$ cat config.mk
export PLATFORM = sky130hd
export DESIGN_NAME = usr_serial_seq
export DESIGN_NICKNAME = d
export VERILOG_FILES = /design/src/rtl/usr_pkg.sv /design/src/rtl/shift_reg_core.sv /design/src/rtl/usr_serial_seq.sv
export SDC_FILE = /design/constraint.sdc
export NUM_CORES = 1
export LEC_CHECK = 0
export ABC_CLOCK_PERIOD_IN_PS = 6300
export CORE_MARGIN = 4
export CORE_UTILIZATION = 38
export CTS_CLUSTER_SIZE = 8
export DETAILED_ROUTE_END_ITERATION = 16
export GPL_TIMING_DRIVEN = 0
export SLEW_MARGIN = 20
export SYNTH_ARGS = -nofsm -noshare
export SYNTH_HDL_FRONTEND = slang
export SYNTH_SLANG_ARGS = --single-unit
$ cat constraint.sdc
create_clock -name clk_i -period 6.3 [get_ports clk_i]
set_clock_uncertainty 0.15 [all_clocks]
set_input_delay 0.63 -clock clk_i [delete_from_list [all_inputs] [get_ports clk_i]]
set_output_delay 0.63 -clock clk_i [all_outputs]
set_load 0.01 [all_outputs]
$ cat src/rtl/usr_pkg.sv
// usr_pkg: shared types for the serial transfer sequencer and its shift register.
// Contents: FSM state enum, shift register mode encodings, default register width.
// Latency/backpressure: not applicable (types and constants only).
package usr_pkg;

  localparam int DEFAULT_WIDTH = 16;

  typedef enum logic [1:0] {
    IDLE  = 2'd0,
    SHIFT = 2'd1,
    DONE  = 2'd2
  } state_e;

  typedef enum logic [1:0] {
    HOLD = 2'b00,
    SHR  = 2'b01,
    SHL  = 2'b10,
    LOAD = 2'b11
  } mode_e;

endpackage

$ cat src/rtl/shift_reg_core.sv
// shift_reg_core: WIDTH-bit universal shift register (hold, shift right, shift left, parallel load).
// Latency: q_o reflects the selected operation one clock after mode_i/d_i are presented.
// Backpressure: none; the register acts on mode_i every cycle.
// Ports: clk_i/rst_i (sync active-high, clears q), mode_i, d_i (load word),
//        sin_left_i (enters MSB on SHR), sin_right_i (enters LSB on SHL), q_o (register contents).
module shift_reg_core
  import usr_pkg::*;
#(
  parameter int WIDTH = DEFAULT_WIDTH
) (
  input  logic             clk_i,
  input  logic             rst_i,
  input  mode_e            mode_i,
  input  logic [WIDTH-1:0] d_i,
  input  logic             sin_left_i,
  input  logic             sin_right_i,
  output logic [WIDTH-1:0] q_o
);

  logic [WIDTH-1:0] q_q;
  logic [WIDTH-1:0] q_d;

  always_comb begin
    q_d = q_q;
    case (mode_i)
      SHR:     q_d = {sin_left_i, q_q[WIDTH-1:1]};
      SHL:     q_d = {q_q[WIDTH-2:0], sin_right_i};
      LOAD:    q_d = d_i;
      default: q_d = q_q;
    endcase
  end

  always_ff @(posedge clk_i) begin
    if (rst_i) begin
      q_q <= '0;
    end else begin
      q_q <= q_d;
    end
  end

  assign q_o = q_q;

endmodule

$ cat src/rtl/usr_serial_seq.sv
// usr_serial_seq: full-duplex serial engine around shift_reg_core; loads a word, shifts L bits out/in.
// Latency: handshake at edge T, bits on ser_out from T+1, rx_valid pulse at T+1+L*CLK_DIV.
// Backpressure: tx_ready_o is high only in IDLE; one transfer in flight, min period L*CLK_DIV+2.
// Ports: clk_i, rst_i (sync active-high); tx_data_i/tx_len_i/tx_lsb_first_i/tx_valid_i/tx_ready_o
//        request handshake; abort_i; ser_in_i/ser_out_o/ser_en_o serial pins; rx_data_o/rx_valid_o
//        received word (right-aligned); busy_o.
module usr_serial_seq
  import usr_pkg::*;
#(
  parameter int WIDTH   = DEFAULT_WIDTH,
  parameter int CLK_DIV = 4,
  parameter int LEN_W   = 5
) (
  input  logic             clk_i,
  input  logic             rst_i,
  input  logic [WIDTH-1:0] tx_data_i,
  input  logic [LEN_W-1:0] tx_len_i,
  input  logic             tx_lsb_first_i,
  input  logic             tx_valid_i,
  output logic             tx_ready_o,
  input  logic             abort_i,
  input  logic             ser_in_i,
  output logic             ser_out_o,
  output logic             ser_en_o,
  output logic [WIDTH-1:0] rx_data_o,
  output logic             rx_valid_o,
  output logic             busy_o
);

  localparam int               DIV_W    = (CLK_DIV > 1) ? $clog2(CLK_DIV) : 1;
  localparam logic [DIV_W-1:0] DIV_LAST = DIV_W'(CLK_DIV - 1);
  localparam logic [LEN_W-1:0] WIDTH_L  = LEN_W'(WIDTH);
  localparam logic [WIDTH-1:0] ALL_ONES = '1;

  state_e           state_q, state_d;
  logic [DIV_W-1:0] div_q, div_d;
  logic [LEN_W-1:0] bit_q, bit_d;
  logic [LEN_W-1:0] len_q, len_d;
  logic             lsb_q, lsb_d;
  logic             ser_en_q, ser_en_d;
  logic             rx_valid_q, rx_valid_d;
  logic [WIDTH-1:0] rx_data_q, rx_data_d;

  mode_e            mode;
  logic [WIDTH-1:0] q;
  logic [WIDTH-1:0] q_shifted;
  logic [WIDTH-1:0] rx_aligned;
  logic [LEN_W-1:0] eff_len;
  logic             tick;
  logic             last_bit;

  shift_reg_core #(.WIDTH(WIDTH)) u_core (
    .clk_i       (clk_i),
    .rst_i       (rst_i),
    .mode_i      (mode),
    .d_i         (tx_data_i),
    .sin_left_i  (ser_in_i),
    .sin_right_i (ser_in_i),
    .q_o         (q)
  );

  // Zero and oversize lengths both mean a full-width transfer.
  assign eff_len  = ((tx_len_i == '0) || (tx_len_i > WIDTH_L)) ? WIDTH_L : tx_len_i;
  assign tick     = (div_q == DIV_LAST);
  assign last_bit = (bit_q == (len_q - 1'b1));

  // rx_data is registered on the same edge as the final shift, so align from the
  // value the register is about to take rather than from q itself.
  assign q_shifted  = lsb_q ? {ser_in_i, q[WIDTH-1:1]} : {q[WIDTH-2:0], ser_in_i};
  assign rx_aligned = lsb_q ? (q_shifted >> (WIDTH_L - len_q))
                            : (q_shifted & (ALL_ONES >> (WIDTH_L - len_q)));

  always_comb begin
    state_d    = state_q;
    div_d      = div_q;
    bit_d      = bit_q;
    len_d      = len_q;
    lsb_d      = lsb_q;
    ser_en_d   = 1'b0;
    rx_valid_d = 1'b0;
    rx_data_d  = rx_data_q;
    mode       = HOLD;
    case (state_q)
      IDLE: begin
        if (tx_valid_i) begin
          mode     = LOAD;
          len_d    = eff_len;
          lsb_d    = tx_lsb_first_i;
          div_d    = '0;
          bit_d    = '0;
          ser_en_d = 1'b1;
          state_d  = SHIFT;
        end
      end
      SHIFT: begin
        if (abort_i) begin
          state_d = IDLE;
        end else begin
          ser_en_d = 1'b1;
          if (tick) begin
            mode  = lsb_q ? SHR : SHL;
            div_d = '0;
            bit_d = bit_q + 1'b1;
            if (last_bit) begin
              state_d    = DONE;
              ser_en_d   = 1'b0;
              rx_valid_d = 1'b1;
              rx_data_d  = rx_aligned;
            end
          end else begin
            div_d = div_q + 1'b1;
          end
        end
      end
      DONE: begin
        state_d = IDLE;
      end
      default: begin
        state_d = IDLE;
      end
    endcase
  end

  always_ff @(posedge clk_i) begin
    if (rst_i) begin
      state_q    <= IDLE;
      div_q      <= '0;
      bit_q      <= '0;
      len_q      <= '0;
      lsb_q      <= 1'b0;
      ser_en_q   <= 1'b0;
      rx_valid_q <= 1'b0;
      rx_data_q  <= '0;
    end else begin
      state_q    <= state_d;
      div_q      <= div_d;
      bit_q      <= bit_d;
      len_q      <= len_d;
      lsb_q      <= lsb_d;
      ser_en_q   <= ser_en_d;
      rx_valid_q <= rx_valid_d;
      rx_data_q  <= rx_data_d;
    end
  end

  // ser_out is a pure mux of flops (no input path), gated low outside SHIFT.
  assign ser_out_o  = ser_en_q & (lsb_q ? q[0] : q[WIDTH-1]);
  assign ser_en_o   = ser_en_q;
  assign rx_data_o  = rx_data_q;
  assign rx_valid_o = rx_valid_q;
  assign tx_ready_o = (state_q == IDLE);
  assign busy_o     = (state_q != IDLE);

endmodule

==> impl_metrics.yaml <==
global_routing:
  grt_first_pass_wirelength_um: 18500
  grtUsageTotal_pct: 22.6
  overflow: 0
  grt_max_degree: 17
  antenna_found_initial: 0
  grt_pass1_vias: 3335
synth:
  synth.distinct_cells: 56
  avgSynthCellArea_sq_um: 7.74
  yosys.area.top_type: "dfxtp_1"
  synth_top_area_share_pct: 28.7
  synth_edf_count: 0
  synth.area.top_cells: "dfxtp_1 29%, a21oi_1 6.6%, mux2i_1 5.9%"
  syn_nets: 477
  synth_cells: 442
  ys_async_sr_fraction_pct: 0
  ys_ff_latch: 49
  yosys_most_used_dff: "dfxtp_1"
  yosysWarnings: 0
  seq_area_frac_synth_pct: 28.7
  synthesis.area_sq_um: 3420
setup_path:
  worst_ep_arrival_time_ps: 4350
  worstReg2RegStart: "len_q[0]"
  slowest_delay_ps: 510
  cp-end-kind: "register"
  worstRegToRegCells: 14
  crit_fanout: 11
  cpMostUsedCell: "clkbuf_1"
  r2r_end: "rx_data_o[2]"
  path_cells: "buf_2 -> inv_2 -> clkbuf_1 -> buf_1 -> ha_1 -> clkbuf_1 -> clkbuf_1 -> buf_1 -> nor2b_1 -> nand3_1 -> o21ai_1 -> o32ai_1 -> o21ai_0 -> a22o_1"
  worst-r2r-setup-slack_ps: 2010
  start_kind: "register"
  cp_slowest_cell: "buf_1"
  setup.worst_path.class: "reg -> reg"
  crit_required_ps: 6360
final_layout:
  synthToLayoutAreaGrowth_pct: 20.8
  area.sequential_sq_um: 981
  multi_input_area_sq_um: 2250
  fin_area_sq_um: 4130
  antennaDiodeCount: 0
  finalNetCount: 530
  nFillCells: 906
  drive_gt1_share_pct: 6.05
min_path:
  hold_path_class: "reg -> reg"
  min_from: "rx_data_o[11]"
  whs_endpoint: "rx_data_o[11]"
  hold_depth: 2
floorplan:
  die_x_um: 103
  fp.dieH_um: 103
  fp-row-count: 34
  die-area_sq_um: 10600
  start_util_pct: 39.2
  io_pins: 48
  core_area_sq_um: 8720
timing:
  hold_viol: 0
  fin_crit_sh_pct: 68.1
  drv_slew: 0
  fin_crit_ps: 4290
  finalWorstSetupSlack_ps: 2010
  fin_setup_tns_ps: 0
  slew_headroom_pct: 34.3
  worstMarginPinSlew_ps: 978
  setup_viol: 0
  max_freq_ghz: 0.233
  rsz0062_at_grt: "false"
  fin_hold_ws_ps: 307
detailed_routing:
  drt-initial-drc-count: 303
  drc_errors: 0
  drt-total-wl_um: 11600
  num_vias: 3551
  dr.pass1.iters: 5
  wl_per_cell_um: 19.2
  vias_per_cell: 5.88
  drtAntennaViolNets: 0
cts:
  cts_tree: "done"
  cts-htree-levels: 2
  holdBufCountCts: 0
  clkLatencyLatePin_ps: 320
  post_cts_resized: 0
  clkTransAtPathRegs_ps: 100
  cts_setup_buffers: 0
  cts_buffers: 5
  cts_num_sinks: 49
  cts.root.buffer_cell: "clkbuf_8"
  clock_path_buffers: 2
status:
  status: "completed"
place:
  dpl_cell_area_sq_um: 4020
  io_buffers: 46
  place.gp.congestion: 0.989
  hpwlAfterDp_um: 9130
  dp_slack_ps: 2050
power:
  irDropWorstVdd_mv: 0.0814
  cellLeakagePower_uw: 0.00148
  power_density_nw_per_um2: 197
job:
  max-cap-violations: 0
==> critical path: cells and delay by family, from the launching register on <==
kind / cells / cell delay (ps)
buffers and inverters: 7 / 2360
AOI/OAI and AO/OA: 4 / 720
DFF: 1 / 320
and+or+nand+nor: 2 / 310
adders and majority gates: 1 / 300
==> how the worst max path moves through the flow <==
| stage | to | slack, ps | start | depth (start not counted) |
|---|---|---|---|---|
| 3_5_place_dp | rx_data_o[2] | 2050 | len_q[0] | 14 |
| 3_3_place_gp | rx_data_o[2] | 2040 | len_q[0] | 14 |
| 5_1_grt | rx_data_o[3] | 1680 | len_q[0] | 13 |
| 6_report | rx_data_o[2] | 2010 | len_q[0] | 14 |
| 4_1_cts | rx_data_o[2] | 2020 | len_q[0] | 14 |
| 2_1_floorplan | rx_data_o[3] | 2820 | len_q[0] | 13 |
==> per-stage QoR <==
step,std cells,util [%],total power [uW]
finish,604,47.4,812
floorplan,442,-,497
global route,604,47.4,848
CTS,604,47.4,812
global placement,596,46.0,577
detailed placement,596,46.0,576
==> where the power goes <==
part	leakage (uW)	switching, uW	internal, uW
clock	0.0000543	120	119
combinational	0.00103	140	97.6
sequential	0.000398	15.8	320
total	0.00148	276	536
==> per-layer routing <==
| metal | wire length (um) | vias up | GRT usage, % |
|---|---|---|---|
| met4 | 184 | 0 | 5.18 |
| met2 | 5300 | 134 | 35.7 |
| li1 | - | 1734 | - |
| met5 | 0 | - | 0 |
| met3 | 807 | 15 | 3.45 |
| met1 | 5320 | 1668 | 32.6 |
==> layout by cell type, fill, tap and decap left out, drive strengths merged, types with 3 or more instances in the layout <==
| cell type | instances |
|---|---|
| xor2 | 6 |
| o211ai | 3 |
| nand3b | 4 |
| ha | 8 |
| inv | 10 |
| nor3b | 5 |
| o221ai | 11 |
| mux2i | 20 |
| nand3 | 7 |
| buf | 12 |
| nor3 | 17 |
| nor2b | 9 |
| or3 | 16 |
| a21oi | 45 |
| xnor2 | 4 |
| mux2 | 9 |
| o31ai | 3 |
| a22o | 6 |
| mux4 | 5 |
| clkdlybuf4s50 | 46 |
| a22oi | 3 |
| nand2b | 4 |
| dfxtp | 49 |
| nand2 | 41 |
| nand4 | 6 |
| clkbuf | 30 |
| a211oi | 15 |
| a31oi | 3 |
| nor2 | 53 |
| o21ai | 14 |
| or4 | 4 |
==> flip-flops by register name, summed over array words and instances, names as in the netlist <==
register and flops:
bit_q 5, div_q 2, len_q 5, lsb_q 1, rx_data_o 16, rx_valid_o 1
ser_en_o 1, state_q 2, u_core.q_o 16
==> cells by family (layout without fill, tap and decap cells) <==
logic type,Yosys count,count (layout),share of synthesized area (%)
fa+ha+maj,8,8,2.93
compound gates,122,122,23.7
simple gates,172,172,24.6
xor+xnor,10,10,2.56
buf+inv,47,101,5.45
flops,49,49,28.7
mux,34,34,12.1
==> cell type report <==
class | instances | share of cell area (%)
timing repair buffer | 46 | 11.1
sequential | 49 | 23.8
clock inverter | 3 | 1.12
clock buffer | 5 | 1.67
tap | 108 | 3.27
buffer | 37 | 3.60
multi-input combinational | 346 | 54.5
inverter | 10 | 0.909
==> cell usage after synthesis, types with 4 or more instances <==
master    number
nand3_1        7
inv_1          9
a211oi_1      15
nor2_1        52
xor2_1         6
nand4_1        6
nand3b_1       4
or4_1          4
buf_1          4
a22o_1         6
mux4_2         5
buf_2          8
nor2b_1        9
clkbuf_1      25
or3_1         16
mux2i_1       20
dfxtp_1       49
xnor2_1        4
nor3b_1        5
nor3_1        17
o221ai_1      11
nand2_1       41
a21oi_1       45
mux2_2         6
nand2b_1       4
o21ai_0       12
ha_1           8
Power figures use the tool's default switching activity.
